[config.mk]
export PLATFORM = sky130hd
export DESIGN_NAME = tns_decoder_31
export DESIGN_NICKNAME = d
export VERILOG_FILES = /design/src/rtl/tns_pkg.sv /design/src/rtl/tns_group_sum.sv /design/src/rtl/tns_decoder_31.sv
export SDC_FILE = /design/constraint.sdc
export NUM_CORES = 1
export LEC_CHECK = 0
export CAP_MARGIN = 20
export CORE_ASPECT_RATIO = 0.5
export CORE_MARGIN = 2
export CORE_UTILIZATION = 59
export DETAILED_ROUTE_END_ITERATION = 8
export PLACE_DENSITY = 0.79
export SYNTH_ARGS = -nofsm -noshare
export SYNTH_HDL_FRONTEND = slang
export SYNTH_SLANG_ARGS = --single-unit
[constraint.sdc]
create_clock -name i_clock -period 7.6 [get_ports i_clock]
set_input_delay 0.76 -clock i_clock [delete_from_list [all_inputs] [get_ports i_clock]]
set_output_delay 0.76 -clock i_clock [all_outputs]
set_load 0.02 [all_outputs]
[src/rtl/tns_pkg.sv]
// Shared TNS constants: tribonacci wire weights for the 31-wire crosstalk-avoidance code.
// Wire i carries weight t(i) with t(0..2) = 1, 2, 4 and t(n) = t(n-1) + t(n-2) + t(n-3).
package tns_pkg;

   localparam int unsigned TNS_CW   = 31;
   localparam int unsigned TNS_NGRP = 11;
   localparam int unsigned BLEN11_C = 27;
   localparam int unsigned TNS_SW   = BLEN11_C + 2;

   // Group kk covers wires 3kk-1 (A), 3kk-2 (B), 3kk-3 (C); group 11 is wire 30 alone.
   localparam int unsigned TNS01_C = 32'd1;
   localparam int unsigned TNS01_B = 32'd2;
   localparam int unsigned TNS01_A = 32'd4;
   localparam int unsigned TNS02_C = 32'd7;
   localparam int unsigned TNS02_B = 32'd13;
   localparam int unsigned TNS02_A = 32'd24;
   localparam int unsigned TNS03_C = 32'd44;
   localparam int unsigned TNS03_B = 32'd81;
   localparam int unsigned TNS03_A = 32'd149;
   localparam int unsigned TNS04_C = 32'd274;
   localparam int unsigned TNS04_B = 32'd504;
   localparam int unsigned TNS04_A = 32'd927;
   localparam int unsigned TNS05_C = 32'd1705;
   localparam int unsigned TNS05_B = 32'd3136;
   localparam int unsigned TNS05_A = 32'd5768;
   localparam int unsigned TNS06_C = 32'd10609;
   localparam int unsigned TNS06_B = 32'd19513;
   localparam int unsigned TNS06_A = 32'd35890;
   localparam int unsigned TNS07_C = 32'd66012;
   localparam int unsigned TNS07_B = 32'd121415;
   localparam int unsigned TNS07_A = 32'd223317;
   localparam int unsigned TNS08_C = 32'd410744;
   localparam int unsigned TNS08_B = 32'd755476;
   localparam int unsigned TNS08_A = 32'd1389537;
   localparam int unsigned TNS09_C = 32'd2555757;
   localparam int unsigned TNS09_B = 32'd4700770;
   localparam int unsigned TNS09_A = 32'd8646064;
   localparam int unsigned TNS10_C = 32'd15902591;
   localparam int unsigned TNS10_B = 32'd29249425;
   localparam int unsigned TNS10_A = 32'd53798080;
   localparam int unsigned TNS11_C = 32'd98950096;

   typedef enum logic [1:0] {
      SlotA = 2'd0,
      SlotB = 2'd1,
      SlotC = 2'd2
   } tns_slot_e;

   function automatic int unsigned tns_bit_idx(input int unsigned k, input tns_slot_e slot);
      return 3 * k - 1 - {30'd0, slot};
   endfunction

   function automatic int unsigned tns_pick(input tns_slot_e slot, input int unsigned a,
                                            input int unsigned b, input int unsigned c);
      case (slot)
         SlotA:   return a;
         SlotB:   return b;
         default: return c;
      endcase
   endfunction

   // Group 11 has no A/B wires, so those slots weigh zero.
   function automatic int unsigned tns_weight(input int unsigned k, input tns_slot_e slot);
      case (k)
         1:       return tns_pick(slot, TNS01_A, TNS01_B, TNS01_C);
         2:       return tns_pick(slot, TNS02_A, TNS02_B, TNS02_C);
         3:       return tns_pick(slot, TNS03_A, TNS03_B, TNS03_C);
         4:       return tns_pick(slot, TNS04_A, TNS04_B, TNS04_C);
         5:       return tns_pick(slot, TNS05_A, TNS05_B, TNS05_C);
         6:       return tns_pick(slot, TNS06_A, TNS06_B, TNS06_C);
         7:       return tns_pick(slot, TNS07_A, TNS07_B, TNS07_C);
         8:       return tns_pick(slot, TNS08_A, TNS08_B, TNS08_C);
         9:       return tns_pick(slot, TNS09_A, TNS09_B, TNS09_C);
         10:      return tns_pick(slot, TNS10_A, TNS10_B, TNS10_C);
         11:      return tns_pick(slot, 32'd0, 32'd0, TNS11_C);
         default: return 32'd0;
      endcase
   endfunction

endpackage

[src/rtl/tns_group_sum.sv]
// Weighted sum of one 3-wire TNS group: bit 2 -> WA, bit 1 -> WB, bit 0 -> WC.
module tns_group_sum #(
   parameter int unsigned SW = 29,
   parameter int unsigned WA = 0,
   parameter int unsigned WB = 0,
   parameter int unsigned WC = 1
) (
   input  logic [2:0]    i_bits,
   output logic [SW-1:0] o_sum
);

   localparam logic [SW-1:0] LpWa = SW'(WA);
   localparam logic [SW-1:0] LpWb = SW'(WB);
   localparam logic [SW-1:0] LpWc = SW'(WC);

   always_comb begin
      o_sum = '0;
      if (i_bits[2]) o_sum = o_sum + LpWa;
      if (i_bits[1]) o_sum = o_sum + LpWb;
      if (i_bits[0]) o_sum = o_sum + LpWc;
   end

endmodule

[src/rtl/tns_decoder_31.sv]
// 31-wire TNS decoder: group partial sums in stage 1, final sum and overflow flag in stage 2,
// with valid/ready backpressure through both stages.
module tns_decoder_31
   import tns_pkg::*;
#(
   parameter int unsigned CW = TNS_CW,
   parameter int unsigned DW = BLEN11_C
) (
   input  logic          i_clock,
   input  logic          i_rst_n,
   input  logic [CW-1:0] i_codein,
   input  logic          i_in_valid,
   output logic          o_in_ready,
   output logic [DW-1:0] o_dataout,
   output logic          o_code_err,
   output logic          o_out_valid,
   input  logic          i_out_ready
);

   localparam int unsigned SW   = DW + 2;
   localparam int unsigned NGRP = TNS_NGRP;

   logic [SW-1:0] w_part [NGRP];
   logic [SW-1:0] r_part [NGRP];
   logic          r_s1_valid;
   logic [SW-1:0] w_total;
   logic          w_s1_load;
   logic          w_s2_load;
   logic [DW-1:0] r_dataout;
   logic          r_code_err;
   logic          r_out_valid;

   for (genvar g = 0; g < NGRP; g++) begin : g_grp
      localparam int unsigned K = g + 1;
      logic [2:0] w_bits;

      if (K == NGRP) begin : g_last
         assign w_bits = {2'b00, i_codein[tns_bit_idx(K, SlotC)]};
      end else begin : g_full
         assign w_bits = {i_codein[tns_bit_idx(K, SlotA)],
                          i_codein[tns_bit_idx(K, SlotB)],
                          i_codein[tns_bit_idx(K, SlotC)]};
      end

      tns_group_sum #(
         .SW (SW),
         .WA (tns_weight(K, SlotA)),
         .WB (tns_weight(K, SlotB)),
         .WC (tns_weight(K, SlotC))
      ) u_sum (
         .i_bits (w_bits),
         .o_sum  (w_part[g])
      );
   end

   // in_ready depends combinationally on out_ready so a full pipe still streams.
   assign w_s2_load  = !r_out_valid || i_out_ready;
   assign w_s1_load  = !r_s1_valid || w_s2_load;
   assign o_in_ready = w_s1_load;

   always_ff @(posedge i_clock or negedge i_rst_n) begin
      if (!i_rst_n) begin
         r_s1_valid <= 1'b0;
         for (int unsigned g = 0; g < NGRP; g++) r_part[g] <= '0;
      end else if (w_s1_load) begin
         r_s1_valid <= i_in_valid;
         if (i_in_valid) begin
            for (int unsigned g = 0; g < NGRP; g++) r_part[g] <= w_part[g];
         end
      end
   end

   // DW+2 bits hold the all-ones codeword sum, so nothing is lost before the overflow test.
   always_comb begin
      w_total = '0;
      for (int unsigned g = 0; g < NGRP; g++) w_total = w_total + r_part[g];
   end

   always_ff @(posedge i_clock or negedge i_rst_n) begin
      if (!i_rst_n) begin
         r_out_valid <= 1'b0;
         r_dataout   <= '0;
         r_code_err  <= 1'b0;
      end else if (w_s2_load) begin
         r_out_valid <= r_s1_valid;
         if (r_s1_valid) begin
            r_dataout  <= w_total[DW-1:0];
            r_code_err <= |w_total[SW-1:DW];
         end
      end
   end

   assign o_dataout   = r_dataout;
   assign o_code_err  = r_code_err;
   assign o_out_valid = r_out_valid;

endmodule

# Word level (Yosys, flattened, before mapping)
# Index checks and enable logic that the tools add are counted.
totals:
  register_bits: 349
  word_cells: 83
  out_inout_bits: 30
  latch_bits: 0
  ram_bits: 0
  romBits: 0
  memories: 0
op_classes:
  n_mux: 31
  n_bitwise: 0
  n_eq_ne: 0
  shifts: 0
  div: 0
  addsub: 30
  n_lt_le_gt_ge: 0
  n_reduce_logical: 7
  multipliers: 0
ops:
  columns: ["operator", "count"]
  rows:
  - ["$mux W29", 20]
  - ["$add A29 B29 Y29", 10]
  - ["$add A29 B1 Y29 const B", 1]
  - ["$add A29 B11 Y29 const B", 1]
  - ["$add A29 B14 Y29 const B", 1]
  - ["$add A29 B17 Y29 const B", 1]
  - ["$add A29 B19 Y29 const B", 1]
  - ["$add A29 B22 Y29 const B", 1]
  - ["$add A29 B24 Y29 const B", 1]
  - ["$add A29 B3 Y29 const B", 1]
  - ["$add A29 B6 Y29 const B", 1]
  - ["$add A29 B9 Y29 const B", 1]
  - ["$add A26 B25 Y27 const B", 1]
  - ["$mux W27", 1]
  - ["$mux W26", 1]
  - ["$add A24 B23 Y25 const B", 1]
  - ["$mux W24", 1]
  - ["$add A21 B20 Y22 const B", 1]
  - ["$mux W21", 1]
  - ["$add A18 B17 Y19 const B", 1]
  - ["$mux W18", 1]
  - ["$add A16 B15 Y17 const B", 1]
  - ["$mux W16", 1]
  - ["$add A13 B12 Y14 const B", 1]
  - ["13 further kinds", 16]

# Logic depth before layout (Yosys ltp)
depth:
  ltp_word: 11
  depth_mapped: 19
  mapped_depth_nobuf: 18

# By module
# From an unflattened synthesis, not the netlist that was laid out.
unflattened:
  hier_cells: 2094
  area_unflattened_um2: 24390.9
modules_own_cells:
  columns: ["module", "n_inst", "area_per_inst_um2", "cells_each", "seq_area_each_um2"]
  rows:
  - ["tns_decoder_31", 1, 20749.9, 1614, 8733.4]
  - ["tns_group_sum at g_grp[9].u_sum", 1, 489.2, 66, 0.0]
  - ["tns_group_sum at g_grp[7].u_sum", 1, 446.7, 61, 0.0]
  - ["tns_group_sum at g_grp[0].u_sum ...", 2, 221.5, 30, 0.0]
  - ["tns_group_sum at g_grp[3].u_sum", 1, 382.9, 47, 0.0]
  - ["tns_group_sum at g_grp[8].u_sum", 1, 365.4, 47, 0.0]
  - ["tns_group_sum at g_grp[5].u_sum", 1, 327.8, 44, 0.0]
  - ["tns_group_sum at g_grp[6].u_sum", 1, 319.1, 41, 0.0]
  - ["tns_group_sum at g_grp[1].u_sum", 1, 301.5, 40, 0.0]
  - ["tns_group_sum at g_grp[2].u_sum", 1, 284.0, 38, 0.0]
  - ["tns_group_sum at g_grp[4].u_sum", 1, 281.5, 36, 0.0]

# Worst setup path before layout
# No wires, ideal clock.
synth_path:
  kind: "reg-to-reg"
  from: "register r_part[24] (netlist name)"
  to: "register r_dataout[26], in the netlist o_dataout[26]"
  t_arrival_ns: 5.581
  period_less_slack_ns: 5.676
  path_stages_with_launch: 17
  required_ns: 7.505
  setup_slack_ns: 1.924
  setup_time_ns: 0.095
  path_cell_list: "dfrtp_1 > inv_1 > fa_1 > inv_1 > fa_1 > fa_1 > fa_1 > fa_1 > ha_1 > and4_1 > o21ai_1 > a31oi_2 > a41o_2 > a31oi_2 > nor4_1 > o21a_1 > o31ai_1"
synth_between:
  elab_chain_len: 1
synth_rtl:
  columns: ["element", "line", "text"]
  rows:
  - ["from (decl)", "tns_decoder_31.sv:24", "logic [SW-1:0] r_part [NGRP];"]
  - ["$add A29 B29 Y29", "tns_decoder_31.sv:76", "for (int unsigned g = 0; g < NGRP; g++) w_total = w_total + r_part[g];"]
  - ["to (signal assigned)", "tns_decoder_31.sv:87", "r_dataout <= w_total[DW-1:0];"]
  - ["to (decl)", "tns_decoder_31.sv:29", "logic [DW-1:0] r_dataout;"]
# No other way between the ends.
# A chain may end at the register's enable or synchronous reset.

# Worst setup path in the final report
# Same ends and word-level chain as after synthesis.

==> results.py <==
metrics = {
    "route": {
        "route.detailed.drc": 0,
        "dr_total_vias": 8515,
        "antenna_left": 0,
        "drt_iter0_markers": 539,
        "vias_per_cell": 5.59,
        "drt_pass1_iterations": 8,
        "wl_per_cell_um": 18.6,
        "routed_wl_mm": 28.3,
    },
    "clock_network": {
        "clk_pin_slew_ns": 0.07,
        "clkSinkCount": 163,
        "cts_tree": "yes",
        "cts_setup_buffers": 0,
        "ctsResizeCount": 0,
        "clk_latency_ns": 0.44,
        "cts_max_level": 4,
        "clk_path_buf_depth": 2,
        "ctsHoldBuffers": 0,
        "cts_root_buf": "clkbuf_16",
        "cts_buffers": 17,
    },
    "sta": {
        "slew_headroom_pct": 32.0,
        "clock.fmax_mhz": 161,
        "setup_violations": 0,
        "finalHoldViolCount": 0,
        "min_period_ns": 6.23,
        "fin_crit_sh_pct": 81.9,
        "rsz0062_at_grt": "false",
        "final.setup.tns_ns": 0,
        "drv_slew": 0,
        "skew_ns": 0.0106,
        "worstMarginPinSlew_ns": 1.02,
    },
    "cells_and_area": {
        "final_core_util_pct": 67.1,
        "fillers": 1563,
        "multi_input_area_um2": 7580,
        "fin_nets": 1544,
        "antennaDiodeCount": 0,
        "final_layout_size_suffix_gt1_share_pct": 6.16,
        "syn_to_final_growth_pct": 11.6,
        "seqCellArea_um2": 4080,
    },
    "yosys": {
        "synth_most_common_cell": "dfrtp_1",
        "ys_warn_count": 0,
        "yosysTopAreaCellShare_pct": 33.0,
        "muxShareOfSynthArea_pct": 3.73,
        "synth-compound-area-share_pct": 11.8,
        "ys_seq_area_share_pct": 33.0,
        "ys_async_sr_fraction_pct": 100,
        "synth.distinct_cells": 51,
        "avgSynthCellArea_um2": 10.4,
        "synthFlopType": "dfrtp_1",
        "synthTopCellsByArea": "dfrtp_1 (33%), fa_1 (18%), ha_1 (16%)",
        "synthAdderAreaFrac_pct": 34.4,
        "synth_top_family_by_area": "adder cells",
        "yosys.area_share.xor_xnor_pct": 3.19,
        "synthSimpleGateAreaFrac_pct": 8.22,
        "synth_seq_cells": 163,
        "synth_common_cells": "dfrtp_1 (163), ha_1 (157), nand2_1 (151)",
        "syn-cell-area_um2": 12400,
        "synthCells": 1193,
        "synth_top_area_cell": "dfrtp_1",
        "synth_edf_count": 0,
        "synth_nets": 1499,
    },
    "global_route": {
        "grt_pass1_wl_mm": 46.2,
        "grt_pass1_vias": 8605,
        "grt_max_degree": 110,
        "grtUsageTotal_pct": 27.4,
        "antenna_found_initial": 0,
        "grt_overflow_total": 0,
    },
    "worst_setup_path": {
        "cp-start-kind": "register",
        "max_stage_delay_ns": 0.87,
        "crit_family": "adder cells",
        "worst-path-max-fanout": 14,
        "cpMaxStageDelayCell": "dfrtp_1",
        "crit_type": "reg -> reg",
        "crit_buf_inv": 2,
        "crit_arrival_ns": 6.57,
        "cp-end-kind": "register",
        "worstPathCellList": "inv_1 -> fa_1 -> fa_1 -> fa_1 -> inv_1 -> fa_1 -> fa_1 -> ha_1 -> nand4_1 -> and3_1 -> a31oi_2 -> a41o_2 -> a31oi_2 -> nor4_1 -> nor3_1 -> o31ai_1",
        "critPathMostFrequentCell": "fa_1",
        "required_ns": 7.94,
    },
    "placement": {
        "dp_hpwl_mm": 22.0,
        "io_buffers": 64,
        "gp_congestion": 0.901,
    },
    "floorplanning": {
        "die_h_um": 106,
        "dieArea_um2": 22200,
        "die_x_um": 209,
        "start_util_pct": 60.1,
        "ios": 65,
        "core_um2": 20600,
        "placementRows": 37,
    },
    "outcome": {
        "status": "completed",
    },
    "job": {
        "max_cap_viol_count": 0,
    },
    "min_path": {
        "hp-class": "in -> async",
    },
}
==> registers in the layout, summed over array words and instances, names as in the netlist <==
register and flops:
r_part 133, o_dataout 27, o_code_err 1, o_out_valid 1, r_s1_valid 1
==> per-stage QoR <==
stage	cells	hold slack [ns]	area, um2	worst slack, ns
floorplan	1193	0.450	12400	1.92
global placement	1492	0.463	13200	1.54
detailed placement	1492	0.470	13200	1.36
CTS	1524	0.484	13800	1.34
global route	1524	0.501	13800	0.932
finish	1524	0.409	13800	1.37
==> cell type report <==
class                           count  share of cell area [%]
Multi-Input combinational cell    844                    55.0
Sequential cell                   163                    29.6
Timing Repair Buffer               68                    4.87
Inverter                          144                    3.92
Clock buffer                       21                    3.27
Tap cell                          273                    2.48
Clock inverter                     11                   0.844
==> worst paths after layout <==
check | from | end | slack, ns | cells after the start
hold reg to reg | o_dataout[16] | o_dataout[16] | 0.48 | 2
setup / recovery | r_part[24] | o_dataout[26] | 1.37 | 16
min in group i_clock | o_dataout[16] | o_dataout[16] | 0.48 | 2
setup reg to reg | r_part[24] | o_dataout[26] | 1.37 | 16
max in group asynchronous | i_rst_n | o_dataout[4] | 5.74 | 2
hold / removal | i_rst_n | r_part[98] | 0.41 | 1
==> worst reg2reg max path: cells and delay by family (launching register included) <==
family	cells	cell delay, ns
AO/OA/AOI/OAI	4	0.94
adder cells (fa/ha/maj)	6	3.08
buffers and inverters	2	0.49
flip-flops	1	0.87
AND/OR/NAND/NOR	4	0.74
==> routing by layer <==
metal / GRT usage (%) / part of all wire, %
met3: 7.27 / 8.2
met1: 40.9 / 48
met2: 40.2 / 42
met4: 6.48 / 1.4
met5: 0 / 0
==> cells in the final DEF (no fill, tap or decap), types with 9 or more instances in the layout <==
master | synthesis | layout
inv_1 | 144 | 144
nand2_1 | 151 | 150
nor2b_1 | 13 | 13
mux2_2 | 32 | 32
mux2i_1 | 10 | 10
clkbuf_16 | 0 | 17
o21ai_0 | 129 | 129
xor2_1 | 16 | 16
o31ai_1 | 13 | 13
clkdlybuf4s50_1 | 0 | 63
fa_1 | 114 | 114
xnor2_1 | 29 | 29
a21oi_1 | 51 | 51
a21o_1 | 9 | 9
ha_1 | 157 | 157
nor2_1 | 27 | 27
dfrtp_1 | 163 | 163
nand3_1 | 12 | 12
==> logic make-up after synthesis <==
| family | count (synthesis) |
|---|---|
| buffers and inverters | 186 |
| flip-flops | 163 |
| multiplexers | 42 |
| AND/OR/NAND/NOR | 235 |
| AO/OA/AOI/OAI | 251 |
| adder cells (fa/ha/maj) | 271 |
| XOR/XNOR | 45 |
Power is not shown: default switching activity piles up to over one toggle a cycle in this logic, so the estimate is an artifact.
